[src/rtl/fpu_ftoi_pipe.sv]
// rtl/fpu_ftoi_pipe.sv - pipelined float-to-integer converter with rounding modes and saturation
// Optional feature macro: FPU_FTOI_NV_CNT_EN adds a saturating NV result counter.
module fpu_ftoi_pipe #(
   parameter int C_EXP    = 8,
   parameter int C_MANT   = 23,
   parameter int C_INT    = 32,
   parameter int C_STAGES = 2
) (
   input  logic                      Clk_CI,
   input  logic                      Rst_RI,
   input  logic                      Flush_SI,
   input  logic                      Valid_SI,
   output logic                      Ready_SO,
   input  logic [C_EXP+C_MANT:0]     Operand_DI,
   input  logic                      Signed_SI,
   input  logic [1:0]                RM_DI,
   output logic                      Valid_SO,
   input  logic                      Ready_SI,
   output logic [C_INT-1:0]          Result_DO,
   output logic                      NV_SO,
`ifdef FPU_FTOI_NV_CNT_EN
   input  logic                      NvCntClr_SI,
   output logic [15:0]               NvCnt_DO,
`endif
   output logic                      NX_SO
);

   localparam int FW   = C_MANT + 1;
   localparam int WW   = C_INT + FW;
   localparam int MW   = C_INT + 8;
   localparam int RW   = C_INT + 2;
   localparam int BIAS = (1 << (C_EXP - 1)) - 1;

   localparam logic [C_INT-1:0] MAXS = {1'b0, {(C_INT-1){1'b1}}};
   localparam logic [C_INT-1:0] MINS = {1'b1, {(C_INT-1){1'b0}}};
   localparam logic [C_INT:0]   HALF = {2'b01, {(C_INT-1){1'b0}}};

   // Unpack and align: FW fraction bits below the binary point cover the E = -1 case exactly.
   logic                a_sign, a_nan, a_ovf, a_guard, a_sticky;
   logic [C_EXP-1:0]    a_exp;
   logic [C_MANT-1:0]   a_frac;
   logic [C_MANT:0]     a_mant;
   logic [WW-1:0]       a_wide;
   logic [C_INT-1:0]    a_int;
   logic [MW-1:0]       mid_d;
   int                  a_e;

   always_comb begin
      a_sign   = Operand_DI[C_EXP+C_MANT];
      a_exp    = Operand_DI[C_MANT +: C_EXP];
      a_frac   = Operand_DI[C_MANT-1:0];
      a_mant   = {(a_exp != '0), a_frac};
      a_e      = ((a_exp == '0) ? 1 : int'(a_exp)) - BIAS;
      a_nan    = (&a_exp) & (a_frac != '0);
      a_ovf    = (&a_exp) | (a_e >= C_INT);
      a_wide   = '0;
      a_int    = '0;
      a_guard  = 1'b0;
      a_sticky = 1'b0;
      if (a_e < -1) begin
         a_sticky = |a_mant;
      end else if (!a_ovf) begin
         a_wide   = WW'(a_mant) << (a_e + 1);
         a_int    = a_wide[WW-1:FW];
         a_guard  = a_wide[FW-1];
         a_sticky = |a_wide[FW-2:0];
      end
      mid_d = {a_sign, a_nan, a_ovf, a_int, a_guard, a_sticky, Signed_SI, RM_DI};
   end

   function automatic logic [RW-1:0] round_sat(input logic [MW-1:0] m);
      logic             sgn, nan, ovf, g, s, smode, inc, nv, nx;
      logic [1:0]       rm;
      logic [C_INT-1:0] ip, res;
      logic [C_INT:0]   mag;
      {sgn, nan, ovf, ip, g, s, smode, rm} = m;
      case (rm)
         2'b00:   inc = g & (s | ip[0]);
         2'b01:   inc = 1'b0;
         2'b10:   inc = sgn & (g | s);
         default: inc = ~sgn & (g | s);
      endcase
      mag = {1'b0, ip} + {{C_INT{1'b0}}, inc};
      nv  = 1'b1;
      res = '0;
      if (nan) begin
         res = smode ? MAXS : '1;
      end else if (ovf) begin
         if (smode) res = sgn ? MINS : MAXS;
         else       res = sgn ? '0 : '1;
      end else if (smode) begin
         if (sgn) begin
            // -2^(C_INT-1) is the one magnitude that only fits on the negative side
            if (mag > HALF) begin
               res = MINS;
            end else begin
               nv  = 1'b0;
               res = -mag[C_INT-1:0];
            end
         end else if (mag >= HALF) begin
            res = MAXS;
         end else begin
            nv  = 1'b0;
            res = mag[C_INT-1:0];
         end
      end else if (sgn) begin
         nv = (mag != '0);
      end else if (mag[C_INT]) begin
         res = '1;
      end else begin
         nv  = 1'b0;
         res = mag[C_INT-1:0];
      end
      nx = (g | s) & ~nv;
      return {res, nv, nx};
   endfunction

   logic [C_STAGES-1:0] vld_q, vld_d, adv;
   logic [RW-1:0]       out_res;
   logic                rdy_q;

   for (genvar k = 0; k < C_STAGES; k++) begin : g_ctl
      assign adv[k] = Ready_SI | ~(&vld_q[C_STAGES-1:k]);
      if (k == 0) begin : g_in
         assign vld_d[k] = Flush_SI ? 1'b0 : (adv[k] ? (Valid_SI & Ready_SO) : vld_q[k]);
      end else begin : g_mid
         assign vld_d[k] = Flush_SI ? 1'b0 : (adv[k] ? vld_q[k-1] : vld_q[k]);
      end
   end

   assign Ready_SO = rdy_q & adv[0] & ~Flush_SI;

   always_ff @(posedge Clk_CI or posedge Rst_RI) begin
      if (Rst_RI) begin
         vld_q <= '0;
         rdy_q <= 1'b0;
      end else begin
         vld_q <= vld_d;
         rdy_q <= 1'b1;
      end
   end

   if (C_STAGES == 1) begin : g_one
      logic [RW-1:0] res_q;
      always_ff @(posedge Clk_CI or posedge Rst_RI) begin
         if (Rst_RI) res_q <= '0;
         else if (adv[0] & ~Flush_SI) res_q <= round_sat(mid_d);
      end
      assign out_res = res_q;
   end else begin : g_multi
      logic [MW-1:0] mid_q;
      logic [RW-1:0] res_q [1:C_STAGES-1];
      always_ff @(posedge Clk_CI or posedge Rst_RI) begin
         if (Rst_RI) begin
            mid_q <= '0;
            for (int k = 1; k < C_STAGES; k++) res_q[k] <= '0;
         end else begin
            if (adv[0] & ~Flush_SI) mid_q <= mid_d;
            if (adv[1] & ~Flush_SI) res_q[1] <= round_sat(mid_q);
            for (int k = 2; k < C_STAGES; k++)
               if (adv[k] & ~Flush_SI) res_q[k] <= res_q[k-1];
         end
      end
      assign out_res = res_q[C_STAGES-1];
   end

   assign Valid_SO  = vld_q[C_STAGES-1];
   assign Result_DO = out_res[RW-1:2];
   assign NV_SO     = out_res[1];
   assign NX_SO     = out_res[0];

`ifdef FPU_FTOI_NV_CNT_EN
   logic [15:0] nv_cnt_q, nv_cnt_d;

   always_comb begin
      nv_cnt_d = nv_cnt_q;
      if (NvCntClr_SI) nv_cnt_d = '0;
      else if (Valid_SO & Ready_SI & NV_SO & (nv_cnt_q != 16'hFFFF)) nv_cnt_d = nv_cnt_q + 16'd1;
   end

   always_ff @(posedge Clk_CI or posedge Rst_RI) begin
      if (Rst_RI) nv_cnt_q <= '0;
      else        nv_cnt_q <= nv_cnt_d;
   end

   assign NvCnt_DO = nv_cnt_q;
`endif

endmodule

[config.mk]
export PLATFORM = sky130hd
export DESIGN_NAME = fpu_ftoi_pipe
export DESIGN_NICKNAME = d
export VERILOG_FILES = /design/src/rtl/fpu_ftoi_pipe.sv
export SDC_FILE = /design/constraint.sdc
export NUM_CORES = 1
export LEC_CHECK = 0
export BUFFER_PORTS_ARGS = -buffer_cell sky130_fd_sc_hd__clkbuf_2
export CORE_UTILIZATION = 60
export CTS_CLUSTER_SIZE = 10
export DETAILED_ROUTE_END_ITERATION = 6
export GPL_TIMING_DRIVEN = 0
export PLACE_DENSITY_LB_ADDON = 0.05
export SLEW_MARGIN = 10
export SYNTH_ARGS = -nofsm -noshare
export SYNTH_HDL_FRONTEND = slang
export SYNTH_SLANG_ARGS = --single-unit
[constraint.sdc]
create_clock -name Clk_CI -period 9.1 [get_ports Clk_CI]
set_clock_uncertainty 0.2 [all_clocks]
set_input_delay 0.455 -clock Clk_CI [delete_from_list [all_inputs] [get_ports Clk_CI]]
set_output_delay 0.455 -clock Clk_CI [all_outputs]
set_load 0.05 [all_outputs]
==> impl_metrics.py, run 1 <==
metrics = {
    "power": {
        "power.share.sequential_pct": 28.5,
        "netSwitchingFraction_pct": 43.2,
        "peakVddDrop_uv": 104,
        "power_density_nw_per_um2": 158,
        "power_frac_clock_pct": 27.3,
        "p_switching_uw": 623,
        "p_int_uw": 818,
        "p_leak_nw": 3.74,
        "p_comb_share_pct": 44.1,
    },
    "clock_tree": {
        "insertion_delay_ns": 0.35,
        "htreeDepth": 3,
        "cts_buffers": 9,
        "cts_buffer_depth": 2,
        "root_buffer": "clkbuf_16",
        "cts_tree": "yes",
        "clock_sinks": 77,
        "path_clk_slew_ns": 0.06,
    },
    "sta": {
        "fmax_mhz": 169,
        "fin_setup_tns_ns": 0,
        "worst_slew_pin_slew_ns": 1.24,
        "fin_ws_ns": 3.19,
        "rsz0062_at_grt": "no",
        "maxSlewViolCount": 0,
        "finalSetupViolations": 0,
        "final_hold_viol_count": 0,
        "period_minus_slack_ns": 5.91,
        "relSlewSlack_pct": 17.4,
        "period_share_pct": 64.9,
    },
    "place": {
        "gp_congestion": 1.06,
        "io_buffers": 71,
        "dp_hpwl_um": 24200,
        "place_ws_ns": 3.52,
    },
    "routing": {
        "vias": 9672,
        "routedWlPerCell_um": 23.5,
        "drc": 2,
        "first_pass_iters": 7,
        "postRouteWirelength_um": 31600,
        "via_per_inst": 7.20,
        "drtIter0Drc": 1392,
        "ant_nets": 0,
    },
    "die": {
        "initial_core_util_pct": 61.7,
        "ioPinCount": 76,
        "die_w_um": 119,
        "dieArea_sq_um": 14100,
        "die_h_um": 119,
        "rows": 42,
        "core_area_sq_um": 13300,
    },
    "synthesis": {
        "syn_nets": 1124,
        "ys_warn_count": 0,
        "syn_area_sq_um": 8200,
        "ys_types": 92,
        "synthArstFlopShare_pct": 100,
        "syn_inst": 1078,
        "synth-seq-area-share_pct": 23.5,
        "synth_seq_cells": 77,
        "dominantRegCellSynth": "dfrtp_1",
        "synth_top_family_by_area": "simple AND/OR/NAND/NOR gates",
        "synthSimpleGateAreaFrac_pct": 27.4,
        "synth_fa_ha_area_share_pct": 0.915,
        "synth.area.mux_share_pct": 9.63,
        "synth-edff-count": 0,
        "postSynthAreaPerCell_sq_um": 7.61,
        "synth-compound-area-share_pct": 26.8,
        "synthXorXnorAreaFrac_pct": 5.87,
    },
    "finish": {
        "syn2layout_area_growth_pct": 11.5,
        "nFillCells": 1133,
        "drive_gt1_share_pct": 14.8,
        "layout_common_cells": "nand2_1, nor2_1, dfrtp_1",
        "layout_commonest_cell": "nand2_1",
        "n_antenna_cell": 0,
        "fin_nets": 1208,
    },
    "worst_hold_path": {
        "hold_class": "input port to flop",
    },
    "critical_path": {
        "endpoint_kind": "flop",
        "worst_ep_arrival_time_ns": 5.98,
        "crit_path_start_kind": "flop",
        "cp_max_fo": 11,
        "path_class": "flop to flop",
        "worstPathRequired_ns": 9.17,
    },
    "global_routing": {
        "grt_overflow_total": 0,
        "grt_usage_pct": 45.0,
        "antenna_found_initial": 0,
        "grt_pass1_vias": 8888,
        "grt_pass1_wl_um": 49200,
        "grt_max_degree": 56,
    },
    "outcome": {
        "outcome": "finished with violations",
        "violations": "design-rule violations",
    },
    "run": {
        "cap_violations": 0,
    },
}
[path summary, 6_finish.rpt]
| path | slack, ns | cells after the start | startpoint | to |
|---|---|---|---|---|
| min | 0.12 | 2 | Flush_SI | vld_q[1]$_DFFE_PP0P_ |
| max | 3.19 | 16 | g_multi.mid_q[39]$_DFFE_PP0P_ | g_multi.res_q[33]$_DFFE_PP0P_ |
| min in group asynchronous | 0.42 | 3 | Rst_RI | g_multi.res_q[9]$_DFFE_PP0P_ |
| max reg2reg | 3.19 | 16 | g_multi.mid_q[39]$_DFFE_PP0P_ | g_multi.res_q[33]$_DFFE_PP0P_ |
| max in group asynchronous | 7.70 | 4 | Rst_RI | g_multi.mid_q[20]$_DFFE_PP0P_ |
| min reg2reg | 0.31 | 1 | g_multi.res_q[11]$_DFFE_PP0P_ | g_multi.res_q[11]$_DFFE_PP0P_ |
[registers in the layout, indices dropped and copies added (netlist names)]
signal / flops
g_multi.mid_q: 40
g_multi.res_q: 34
vld_q: 2
rdy_q: 1
[synth_stat cells (all sizes together), types with 5 or more instances]
cell type  instances  area share (%)
inv               19            0.87
a31oi             21             1.6
o221ai             7            0.75
o31ai              7            0.64
xnor2             34             3.6
xor2              21             2.2
or2               11            0.84
a21o              10            0.92
or4                5            0.50
nor3              47             2.9
or3               13             1.1
nor3b              6            0.55
nor4              21             2.4
and3              19             1.5
dfrtp             77              23
o32a               6            0.73
nand2            114             5.2
nand4             18             1.4
nor2              82             3.8
clkbuf            62             2.9
o22ai             11            0.84
a22o               7            0.75
o21ai             77             4.7
ha                 6            0.92
a22oi              9            0.82
buf               33             2.2
a211o              6            0.64
a211oi            23             2.1
nor2b              8            0.61
nand3b             7            0.64
mux2i             44             5.4
a21boi             6            0.60
mux2              19             2.6
o211ai            11             1.1
o221a              5            0.69
a21oi             75             4.7
nand3             48             3.1
and2               7            0.53
mux4               6             1.6
[layer usage]
metal  up-vias  part of all wire (%)  global-route usage, %
li1       4213                     -                      -
met1      4420                    35                   52.7
met2       838                    46                   73.5
met3       201                    10                   7.38
met4         0                   8.9                   35.4
met5         -                     0                      0
[repair_timing]
action | 4_1_cts | 5_1_grt
hold buffers | 1 | 0
buffers inserted | 0 | 0
gates resized for setup | 0 | 0
hold endpoints to repair | 22 | 0
[layout make-up]
cell class | instances | area (sq um) | area share, %
Multi-Input combinational cell | 887 | 5800 | 63.5
Tap cell | 176 | 220 | 2.41
Inverter | 19 | 73.8 | 0.807
Clock buffer | 10 | 229 | 2.50
Clock inverter | 6 | 87.6 | 0.958
Sequential cell | 77 | 1930 | 21.1
Timing Repair Buffer | 73 | 393 | 4.30
Buffer | 95 | 412 | 4.50
[logic make-up after synthesis]
logic type      count (synthesis)
compound gates                328
mux                            69
fa+ha+maj                       6
other cells                     1
xor+xnor                       55
simple gates                  428
flops                          77
buf+inv                       114
[worst max-delay path: stages (launching register included)]
cell and delay, ns:
dfrtp_1 0.46, inv_1 0.14, clkbuf_1 0.57, nand2_1 0.16, xnor2_1 0.15, nor3_1 0.16
ha_1 0.22, buf_2 0.21, nand3_1 0.27, nor4_2 0.81, nand3_1 0.19, xor2_1 0.39
nand4b_1 0.45, or3_1 0.54, or4_1 0.42, a21o_1 0.26, a31oi_1 0.20
[per-stage QoR]
stage / hold slack, ns / utilization (%) / std cells / power [mW] / area, sq um
2_1_floorplan: 0.272 / - / 1078 / 0.854 / 8200
3_5_place_dp: 0.241 / 66.2 / 1326 / 1.03 / 8810
4_1_cts: 0.121 / 68.7 / 1343 / 1.41 / 9130
5_1_grt: 0.137 / 68.8 / 1343 / 1.49 / 9150
6_report: 0.120 / 68.8 / 1343 / 1.44 / 9150
3_3_place_gp: 0.284 / 66.0 / 1325 / 1.02 / 8780
[power groups by stage]
stage | Clock, mW | Sequential [mW] | Combinational [mW]
detailed placement | 0 | 0.416 | 0.613
global placement | 0 | 0.415 | 0.609
finish | 0.394 | 0.411 | 0.636
CTS | 0.387 | 0.410 | 0.616
floorplan | 0 | 0.520 | 0.334
global route | 0.403 | 0.414 | 0.670
Note: power is estimated with default switching activity, not from simulation.
==> inputs of run 2 (changes only) <==
--- a/config.mk
+++ b/config.mk
@@ -5,8 +5,9 @@
 export SDC_FILE = /design/constraint.sdc
 export NUM_CORES = 1
 export LEC_CHECK = 0
+export ABC_AREA = 1
 export BUFFER_PORTS_ARGS = -buffer_cell sky130_fd_sc_hd__clkbuf_2
-export CORE_UTILIZATION = 60
+export CORE_UTILIZATION = 55
 export CTS_CLUSTER_SIZE = 10
 export DETAILED_ROUTE_END_ITERATION = 6
 export GPL_TIMING_DRIVEN = 0
==> constraint.sdc (replaced) <==
create_clock -name Clk_CI -period 5.3 [get_ports Clk_CI]
set_clock_uncertainty 0.2 [all_clocks]
set_input_delay 0.265 -clock Clk_CI [delete_from_list [all_inputs] [get_ports Clk_CI]]
set_output_delay 0.265 -clock Clk_CI [all_outputs]
set_load 0.05 [all_outputs]
==> run 2 against run 1 <==
The flow still finishes with violations (design-rule violations); area after synthesis down 4.0%; cell count rose by 15%; cell area decreased by 3.0%; die area grew 4.7%; critical path depth is 4 higher; non-clock buffer count is 15 lower; sequential share of layout area up 0.66 points; clock-buffer cell count shrank 1; via count down 5.3%; sequential power grew 71%; core utilization fell by 5.1 points; largest cell class unchanged.
==> impl_metrics.py, run 2 <==
metrics = {
    "outcome": {
        "outcome": "finished with violations",
        "violations": "design-rule violations",
    },
    "clock_tree": {
        "clock_sinks": 77,
        "htreeDepth": 3,
        "postCtsSetupBuffers": 0,
        "path_clk_slew_ns": 0.07,
        "root_buffer": "clkbuf_16",
        "cts_tree": "yes",
        "cts_buffers": 9,
        "insertion_delay_ns": 0.36,
        "cts_buffer_depth": 2,
    },
    "synthesis": {
        "postSynthAreaPerCell_sq_um": 6.20,
        "synth_top_area_share_pct": 24.5,
        "yosys.area.top_type": "dfrtp_1",
        "syn_inst": 1270,
        "dominantRegCellSynth": "dfrtp_1",
        "synth_seq_cells": 77,
        "synthTopCellsByCount": "nand2_1, nand3_1, nor2_1, o21ai_0, inv_1",
        "ys_warn_count": 0,
        "yosysMostFrequentCell": "nand2_1",
        "yosys-top-cells-area": "dfrtp_1, nand2_1, nand3_1",
        "synth-seq-area-share_pct": 24.5,
        "synthArstFlopShare_pct": 100,
        "synth-edff-count": 0,
        "ys_types": 50,
        "syn_nets": 1316,
        "syn_area_sq_um": 7880,
    },
    "sta": {
        "fmax_mhz": 229,
        "relSlewSlack_pct": 24.5,
        "worst_slew_pin_slew_ns": 1.13,
        "final_hold_viol_count": 0,
        "whs_ns": 0.109,
        "period_minus_slack_ns": 4.36,
        "maxSlewViolCount": 0,
        "period_share_pct": 82.2,
        "finalSetupViolations": 0,
        "fin_setup_tns_ns": 0,
        "rsz0062_at_grt": "no",
    },
    "routing": {
        "postRouteWirelength_um": 26300,
        "drc": 1,
        "first_pass_iters": 7,
        "routedWlPerCell_um": 17.0,
        "vias": 9163,
        "via_per_inst": 5.91,
        "drtIter0Drc": 849,
        "ant_nets": 0,
    },
    "power": {
        "peakVddDrop_uv": 150,
        "p_leak_nw": 4.28,
        "power.total_mw": 2.37,
        "power_density_nw_per_um2": 268,
    },
    "finish": {
        "nFillCells": 1331,
        "regMostFlops": "g_multi.mid_q",
        "layout_common_cells": "nand2_1, nand3_1, nor2_1",
        "largest_registers": "g_multi.mid_q (40), g_multi.res_q (34), vld_q (2)",
        "fin_nets": 1411,
        "syn2layout_area_growth_pct": 12.6,
        "n_antenna_cell": 0,
        "layout_commonest_cell": "nand2_1",
        "drive_gt1_share_pct": 14.0,
        "largest_register_ff_count": 40,
    },
    "global_routing": {
        "antenna_found_initial": 0,
        "grt_pass1_vias": 8453,
        "grt_usage_pct": 36.5,
        "grt_pass1_wl_um": 41900,
        "grt_overflow_total": 0,
        "grt_max_degree": 42,
    },
    "die": {
        "die_w_um": 122,
        "dieArea_sq_um": 14800,
        "initial_core_util_pct": 56.5,
        "ioPinCount": 76,
        "die_h_um": 122,
        "core_area_sq_um": 13900,
        "rows": 43,
    },
    "critical_path": {
        "cp_max_fo": 6,
        "path_class": "flop to flop",
        "crit_path_start_kind": "flop",
        "worst_ep_arrival_time_ns": 4.41,
        "worstReg2RegStart": "g_multi.mid_q[39]$_DFFE_PP0P_",
        "endpoint_kind": "flop",
        "startpoint": "g_multi.mid_q[39]$_DFFE_PP0P_",
        "worstPathRequired_ns": 5.35,
    },
    "place": {
        "gp_congestion": 0.990,
        "io_buffers": 75,
        "dp_hpwl_um": 21200,
    },
    "worst_hold_path": {
        "hold_class": "input port to flop",
        "hold_path_startpoint": "Ready_SI",
    },
    "run": {
        "cap_violations": 0,
    },
}
## run 2: report_power, final
| group | total, mW | switching (mW) | internal, mW |
|---|---|---|---|
| clock network | 0.616 | 0.288 | 0.328 |
| logic | 1.06 | 0.752 | 0.305 |
| registers | 0.702 | 0.0479 | 0.654 |
| total | 2.37 | 1.09 | 1.29 |
## run 2: worst max-delay path: stages (launching register included)
cell and delay (ns):
dfrtp_1 0.51, a21oi_1 0.20, o211ai_1 0.10, o31ai_1 0.08
ha_1 0.23, ha_1 0.20, nand2_2 0.10, nor3_2 0.19
xor2_1 0.34, inv_1 0.14, nor3_2 0.24, nand2_1 0.13
nor2_4 0.16, nand2_1 0.11, nor3_2 0.34, nor2b_2 0.28
a31oi_1 0.14, o21ai_1 0.16, nand4_1 0.19, o21ai_1 0.16
inv_1 0.06
## run 2: kinds of logic (layout without fill, tap and decap cells)
family / after synthesis / in the layout / share of synthesized area [%]
other: 1 / 1 / 0.0476
adder cells (fa/ha/maj): 6 / 6 / 0.953
XOR/XNOR: 57 / 57 / 6.53
AND/OR/NAND/NOR: 740 / 740 / 42.2
multiplexers: 1 / 1 / 0.127
buffers and inverters: 163 / 263 / 8.61
AO/OA/AOI/OAI: 225 / 225 / 17.1
flip-flops: 77 / 77 / 24.5
## run 2: worst paths after layout
kind	end	slack, ns	cells past startpoint
worst min-delay path	vld_q[0]$_DFFE_PP0P_	0.11	6
max in group asynchronous	g_multi.res_q[18]$_DFFE_PP0P_	4.02	4
worst max-delay path	g_multi.res_q[1]$_DFFE_PP0P_	0.94	20
min in group asynchronous	g_multi.mid_q[15]$_DFFE_PP0P_	0.27	3
worst max register to register	g_multi.res_q[1]$_DFFE_PP0P_	0.94	20
worst min register to register	g_multi.res_q[1]$_DFFE_PP0P_	0.29	2
## run 2: timing repair
action,4_1_cts,5_1_grt
hold endpoints to repair,46,0
gates resized for setup,0,0
hold buffers,8,0
## run 2: through the flow
step | util [%] | instances | worst slack (ns) | area (sq um)
2_1_floorplan | - | 1270 | 1.76 | 7880
3_3_place_gp | 60.8 | 1525 | 1.15 | 8480
3_5_place_dp | 61.0 | 1526 | 1.06 | 8500
4_1_cts | 63.7 | 1550 | 1.04 | 8870
5_1_grt | 63.7 | 1550 | 0.691 | 8870
6_report | 63.7 | 1550 | 0.941 | 8870
## run 2: per-layer routing
layer | GRT usage, % | routed length, um | vias to the layer above
li1 | - | - | 4427
met1 | 43.4 | 10600 | 4217
met2 | 63.0 | 12800 | 422
met3 | 4.96 | 1640 | 97
met4 | 20.8 | 1370 | 0
met5 | 0 | 0 | -
## run 2: final cells by class
class                      instances  area, sq um  area share, %
multi-input combinational       1030         5270           59.4
sequential                        77         1930           21.7
timing repair buffer              84          475           5.36
inverter                          94          358           4.03
buffer                            69          323           3.64
clock buffer                       9          225           2.54
tap                              180          225           2.54
clock inverter                     7         63.8          0.719
